**src/rtl/pipe_fwd_mux.sv**
```systemverilog
// Operand forwarding mux for one register read port. The youngest matching
// in-flight result wins, and a not-ready winner raises a load-use stall.
module pipe_fwd_mux #(
  parameter int WIDTH = 32,
  parameter int AW    = 5,
  parameter int NSRC  = 3,
  parameter int SW    = $clog2(NSRC + 1)
) (
  input  logic                  clk,
  input  logic                  rst_n,
  input  logic                  in_valid,
  input  logic [AW-1:0]         rs_addr,
  input  logic [WIDTH-1:0]      rf_value,
  input  logic [NSRC-1:0]       src_we,
  input  logic [NSRC*AW-1:0]    src_addr,
  input  logic [NSRC*WIDTH-1:0] src_data,
  input  logic [NSRC-1:0]       src_ready,
  input  logic                  stall_in,
  input  logic                  flush,
  output logic                  out_valid,
  output logic [WIDTH-1:0]      out_data,
  output logic [SW-1:0]         out_sel,
  output logic                  hazard_stall,
  output logic [15:0]           hazard_cnt
);

  localparam logic [15:0] CNT_MAX = 16'hFFFF;

  logic [NSRC-1:0]  match;
  logic             hit;
  logic             win_ready;
  logic [WIDTH-1:0] sel_data;
  logic [SW-1:0]    sel_code;

  logic             out_valid_q, out_valid_d;
  logic [WIDTH-1:0] out_data_q, out_data_d;
  logic [SW-1:0]    out_sel_q, out_sel_d;
  logic [15:0]      hazard_cnt_q, hazard_cnt_d;

  always_comb begin
    match = '0;
    for (int i = 0; i < NSRC; i++) begin
      match[i] = src_we[i] && (src_addr[i*AW +: AW] == rs_addr) && (rs_addr != '0);
    end
  end

  // Walk from oldest to youngest so the lowest-index match is assigned last.
  always_comb begin
    hit       = 1'b0;
    win_ready = 1'b1;
    sel_data  = rf_value;
    sel_code  = '0;
    for (int i = NSRC - 1; i >= 0; i--) begin
      if (match[i]) begin
        hit       = 1'b1;
        win_ready = src_ready[i];
        sel_data  = src_data[i*WIDTH +: WIDTH];
        sel_code  = SW'(i + 1);
      end
    end
  end

  assign hazard_stall = in_valid && hit && !win_ready && !flush;

  always_comb begin
    out_valid_d = out_valid_q;
    out_data_d  = out_data_q;
    out_sel_d   = out_sel_q;
    if (flush || (!stall_in && hazard_stall)) begin
      out_valid_d = 1'b0;
      out_data_d  = '0;
      out_sel_d   = '0;
    end else if (!stall_in) begin
      out_valid_d = in_valid;
      out_data_d  = sel_data;
      out_sel_d   = sel_code;
    end
  end

  always_comb begin
    hazard_cnt_d = hazard_cnt_q;
    if (hazard_stall && (hazard_cnt_q != CNT_MAX)) begin
      hazard_cnt_d = hazard_cnt_q + 16'd1;
    end
  end

  always_ff @(posedge clk or negedge rst_n) begin
    if (!rst_n) begin
      out_valid_q  <= 1'b0;
      out_data_q   <= '0;
      out_sel_q    <= '0;
      hazard_cnt_q <= '0;
    end else begin
      out_valid_q  <= out_valid_d;
      out_data_q   <= out_data_d;
      out_sel_q    <= out_sel_d;
      hazard_cnt_q <= hazard_cnt_d;
    end
  end

  assign out_valid  = out_valid_q;
  assign out_data   = out_data_q;
  assign out_sel    = out_sel_q;
  assign hazard_cnt = hazard_cnt_q;

endmodule
```
**config.mk**
```make
export PLATFORM = sky130hd
export DESIGN_NAME = pipe_fwd_mux
export DESIGN_NICKNAME = d
export VERILOG_FILES = /design/src/rtl/pipe_fwd_mux.sv
export SDC_FILE = /design/constraint.sdc
export NUM_CORES = 1
export LEC_CHECK = 0
export CAP_MARGIN = 20
export CORE_ASPECT_RATIO = 1.4
export CORE_UTILIZATION = 37
export CTS_CLUSTER_DIAMETER = 200
export CTS_CLUSTER_SIZE = 28
export DETAILED_ROUTE_END_ITERATION = 10
export PLACE_DENSITY = 0.81
export SYNTH_ARGS = -nofsm -noshare
export SYNTH_HDL_FRONTEND = slang
export SYNTH_SLANG_ARGS = --single-unit
```
**constraint.sdc**
```tcl
create_clock -name clk -period 3.8 [get_ports clk]
set_input_delay 0.76 -clock clk [delete_from_list [all_inputs] [get_ports clk]]
set_output_delay 0.76 -clock clk [all_outputs]
set_load 0.01 [all_outputs]
```
# Word-level counts from Yosys, hierarchy flattened
# Cells that the tools add are included.
word_totals:
  regBits: 51
  inputBits: 159
  out_inout_bits: 52
  elab_cells: 44
op_classes:
  n_addsub: 1
  eq_ne: 5
  n_mux: 18
  n_reduce_logical: 16
op_table:
  columns: ["cell", "n"]
  rows:
  - ["$mux 32", 5]
  - ["$add 16x1->16 const B", 1]
  - ["$ne 16x16->1 const B", 1]
  - ["$eq 5x5->1", 3]
  - ["$logic_and 1x1->1", 11]
  - ["$mux 2", 5]
  - ["$mux 1", 8]
  - ["$reduce_bool 5->1", 1]
  - ["$logic_not 1->1", 3]
  - ["$ne 2x1->1 const B", 1]
  - ["$logic_or 1x1->1", 1]

# Depth between registers and ports, before layout
logic_depth:
  ltp_word: 12
  mapped_depth: 11

# Worst setup path after synthesis
# Ideal clock, no wire load.
synth_timing:
  path_type: "input -> output"
  from: "in rs_addr[1]"
  to: "out hazard_stall"
  t_arrival_ps: 2411
  path_slack_ps: 629
  path_stages: 9
  path_buffers: 3
  path_cell_list: "or4_1 nor2_2 or3_1 buf_2 nand3b_1 a221o_1 buf_6 inv_2 buf_4"
synth_between:
  elab_chain_cells: 9
  elab_cells_between_ends: 20
  cone_classes: "3 x eq/ne; 6 x mux; 11 x reduce/logical"
synth_lines:
  columns: ["element", "line", "rtl"]
  rows:
  - ["start, declared", "12", "input logic [AW-1:0] rs_addr,"]
  - ["$eq 5x5->1", "43", "match[i] = src_we[i] && (src_addr[i*AW +: AW] == rs_addr) && (rs_addr != '0);"]
  - ["$logic_and 1x1->1 (2 in series)", "43", null]
  - ["$mux 1 (3 in series)", "54", "if (match[i]) begin"]
  - ["$logic_and 1x1->1 / $logic_not 1->1 (equally long branches)", "63", "assign hazard_stall = in_valid && hit && !win_ready && !flush;"]
  - ["$logic_and 1x1->1 * (2 in series)", "63", null]
  - ["end, declared", "23", "output logic hazard_stall,"]
# Every way passes the cells marked *; elsewhere a longest branch is shown, timed or not.

# Worst setup path in the final report
# Same ends and word-level chain as after synthesis.

==> reports/metrics.csv <==
stage,metric,value,unit
floorplan,io_pins,211,
outcome,outcome,finished clean,
power,ir_drop,217,uV
cts,path_clk_slew,0.06,ns
yosys,syn_avg_cell_area,7.97,sq um
cts,cts_tree,yes,
setup_path,critPathMaxFanout,4,
timing,worst_pin_slew,0.908,ns
floorplan,die_h,112,um
cts,cts_buffer_depth,2,
place,io_buffers,210,
setup_path,critPathKind,primary input to primary output,
place,gp_congestion,0.898,
final_layout,area_growth,75.4,%
drt,vias_per_cell,5.35,
drt,drtPass1Iterations,4,
power,power_frac_comb,26.8,%
power,power_density,271,mW/mm^2
setup_path,cp-start-kind,primary input,
drt,drt-total-wl,11.8,mm
final_layout,nets,767,
cts,cts.sinks,51,
yosys,synth_top_area_share,39.9,%
drt,drc,0,
power,switching_power,0.376,mW
grt,antenna_found_initial,1,
floorplan,start_util,38.8,%
cts,cts_buffers,5,
setup_path,worstPathRequired,3.04,ns
cts,clockRootBuffer,clkbuf_16,
cts,hold_buffers,0,
drt,postRouteAntennaNets,0,
drt,wl_per_cell,16.5,um
drt,vias,3805,
grt,track_usage,27.2,%
yosys,yosys.area.top_type,dfrtp_1,
floorplan,die_x,80.6,um
hold_path,hold_path_class,flop to flop,
drt,drt_iter0_drc,140,
timing,hold_viol,0,
yosys,syn_nets,561,
cts,cts_max_level,2,
yosys,ys_types,33,
timing,setup_viol,0,
timing,tns,0,ns
grt,grt_pass1_vias,3902,
grt,overflow,0,
power,p_leak,2.32,nW
flow_run,drv_cap,0,
yosys,synth_area_leaders,"dfrtp_1 (40%), nand2_1 (13%), a31oi_1 (6.3%)",
floorplan,fp.dieArea,0.00902,sq mm
cts,cts_resized,4,
timing,worst_clock_skew,0.00522,ns
timing,slew_headroom,39.5,%
power,seq_power_share,39.2,%
timing,timing.final.crit_share,95.7,%
timing,slew_viol_final,0,
yosys,netlist_instances,401,
yosys,ys_seq_elements,51,
setup_path,critPathArrivalTime,2.88,ns
place,detailed_place_hpwl,9.24,mm
power,p_int,1.14,mW
final_layout,drive_gt1_share,9.54,%
timing,rsz0062_at_grt,false,
floorplan,design.core.area,0.00825,sq mm
yosys,ys_warn_count,0,
floorplan,rows,39,
grt,grt_pass1_wl,18.8,mm
grt,grt_max_degree,55,
yosys,netlist_area,0.00320,sq mm
cts,clk_latency,0.29,ns
cts,post_cts_buffers,0,
setup_path,crit_path_end_kind,primary output,
power,p_sw_share,24.8,%
yosys,ys_seq_area_share,39.9,%
timing,period_needed,3.64,ns
power,p_total,1.52,mW
power,clkPwrFrac,34.1,%
timing,max_freq,275,MHz
## kinds of logic (layout without fill, tap and decap cells)
group	Yosys count	after routing	synth area share, %
and+or+nand+nor	151	151	21.2
AOI/OAI and AO/OA	135	135	25.0
DFF	51	51	39.9
buffers and inverters	32	239	4.85
xor gates and xnor gates	30	30	8.22
adders and majority gates	1	1	0.391
muxes	1	1	0.352
other	0	1	0
## critical path: stages
cell and delay [ns]:
clkdlybuf4s50_1 0.52, xnor2_1 0.13, nand2_1 0.06, or3_2 0.52, o21a_1 0.19, a221o_1 0.35, inv_2 0.08, dlygate4sd2_1 0.26
## final cells by class
type	instances	area (sq um)
Fill cell	694	2640
Antenna cell	1	2.50
Clock buffer	5	125
Multi-Input combinational cell	318	1780
Clock inverter	3	46.3
Timing Repair Buffer	230	2240
Tap cell	102	128
Sequential cell	51	1280
Inverter	1	3.75
## flip-flops by register name, indices dropped and copies added (netlist names)
register and flops:
hazard_cnt 16, out_data 32, out_sel 2, out_valid 1
## layout by cell type, fill, tap and decap left out, drive strengths merged
cell type and instances:
bufinv 1, o21a 1, ha 1, or4 2, nand2 107, nor3 6, diode 1, nor4 2
xnor2 22, nor2 4, o21ai 64, clkdlybuf4s50 205, a221o 1, and4 2, buf 21, clkbuf 5
nand4 6, nand3b 2, a211oi 1, a21oi 36, or3 4, inv 2, nand2b 1, a31oi 32
dlygate4sd2 4, and3 5, dfrtp 51, nand3 9, mux2 1, xor2 8, clkinvlp 1, nor2b 1
## synth_stat cells
| cell type | number |
|---|---|
| or3_1 | 3 |
| or3_4 | 1 |
| o21ai_2 | 20 |
| a31oi_1 | 32 |
| buf_4 | 1 |
| buf_2 | 1 |
| o21a_1 | 1 |
| buf_6 | 4 |
| nor4_2 | 2 |
| o21ai_0 | 34 |
| o21ai_1 | 10 |
| or4_1 | 2 |
| dfrtp_1 | 51 |
| mux2_2 | 1 |
| nor2_1 | 3 |
| nand2b_1 | 1 |
| a211oi_1 | 1 |
| and4_1 | 2 |
| a21oi_1 | 36 |
| nor3_1 | 6 |
| nor2b_1 | 1 |
| a221o_1 | 1 |
| xnor2_1 | 22 |
| nand3b_1 | 2 |
| nor2_2 | 1 |
| inv_2 | 1 |
| and3_1 | 5 |
| xor2_1 | 8 |
| nand2_1 | 107 |
| ha_1 | 1 |
| clkbuf_1 | 25 |
| nand3_1 | 9 |
| nand4_1 | 6 |
## final timing paths
path	startpoint	slack [ns]	endpoint	cells past startpoint
min in group asynchronous	rst_n	0.59	out_data[19]	1
worst min-delay path	out_data[1]	0.48	out_data[1]	2
worst min register to register	out_data[1]	0.48	out_data[1]	2
max in group asynchronous	rst_n	2.48	out_data[4]	2
worst max-delay path	rs_addr[1]	0.16	hazard_stall	8
worst max register to register	hazard_cnt[7]	1.70	hazard_cnt[1]	6
## through the flow
stage | instance area, sq um | std cells | util [%] | hold WS, ns | worst slack, ns
detailed placement | 5440 | 702 | 65.9 | 0.468 | -0.184
global placement | 5440 | 702 | 65.9 | 0.460 | -0.146
CTS | 5600 | 710 | 68.0 | 0.484 | 0.160
finish | 5610 | 711 | 68.0 | 0.478 | 0.164
floorplan | 3200 | 401 | - | 0.464 | 0.629
global route | 5600 | 710 | 68.0 | 0.498 | 0.0683
## routing by layer
metal  vias to the layer above  track usage (%)  part of all wire [%]
li1                       1823                -                     -
met1                      1771             29.2                    36
met2                       176             49.4                    53
met3                        35             6.07                   6.5
met4                         0             12.1                   3.8
met5                         -                0                     0
## power by group through the flow
stage,clock (mW),sequential [mW],combinational (mW)
6_report,0.517,0.594,0.407
3_5_place_dp,0,0.605,0.410
3_3_place_gp,0,0.604,0.401
2_1_floorplan,0,0.618,0.116
5_1_grt,0.555,0.599,0.441
4_1_cts,0.526,0.595,0.411
Power figures use the tool's default switching activity.
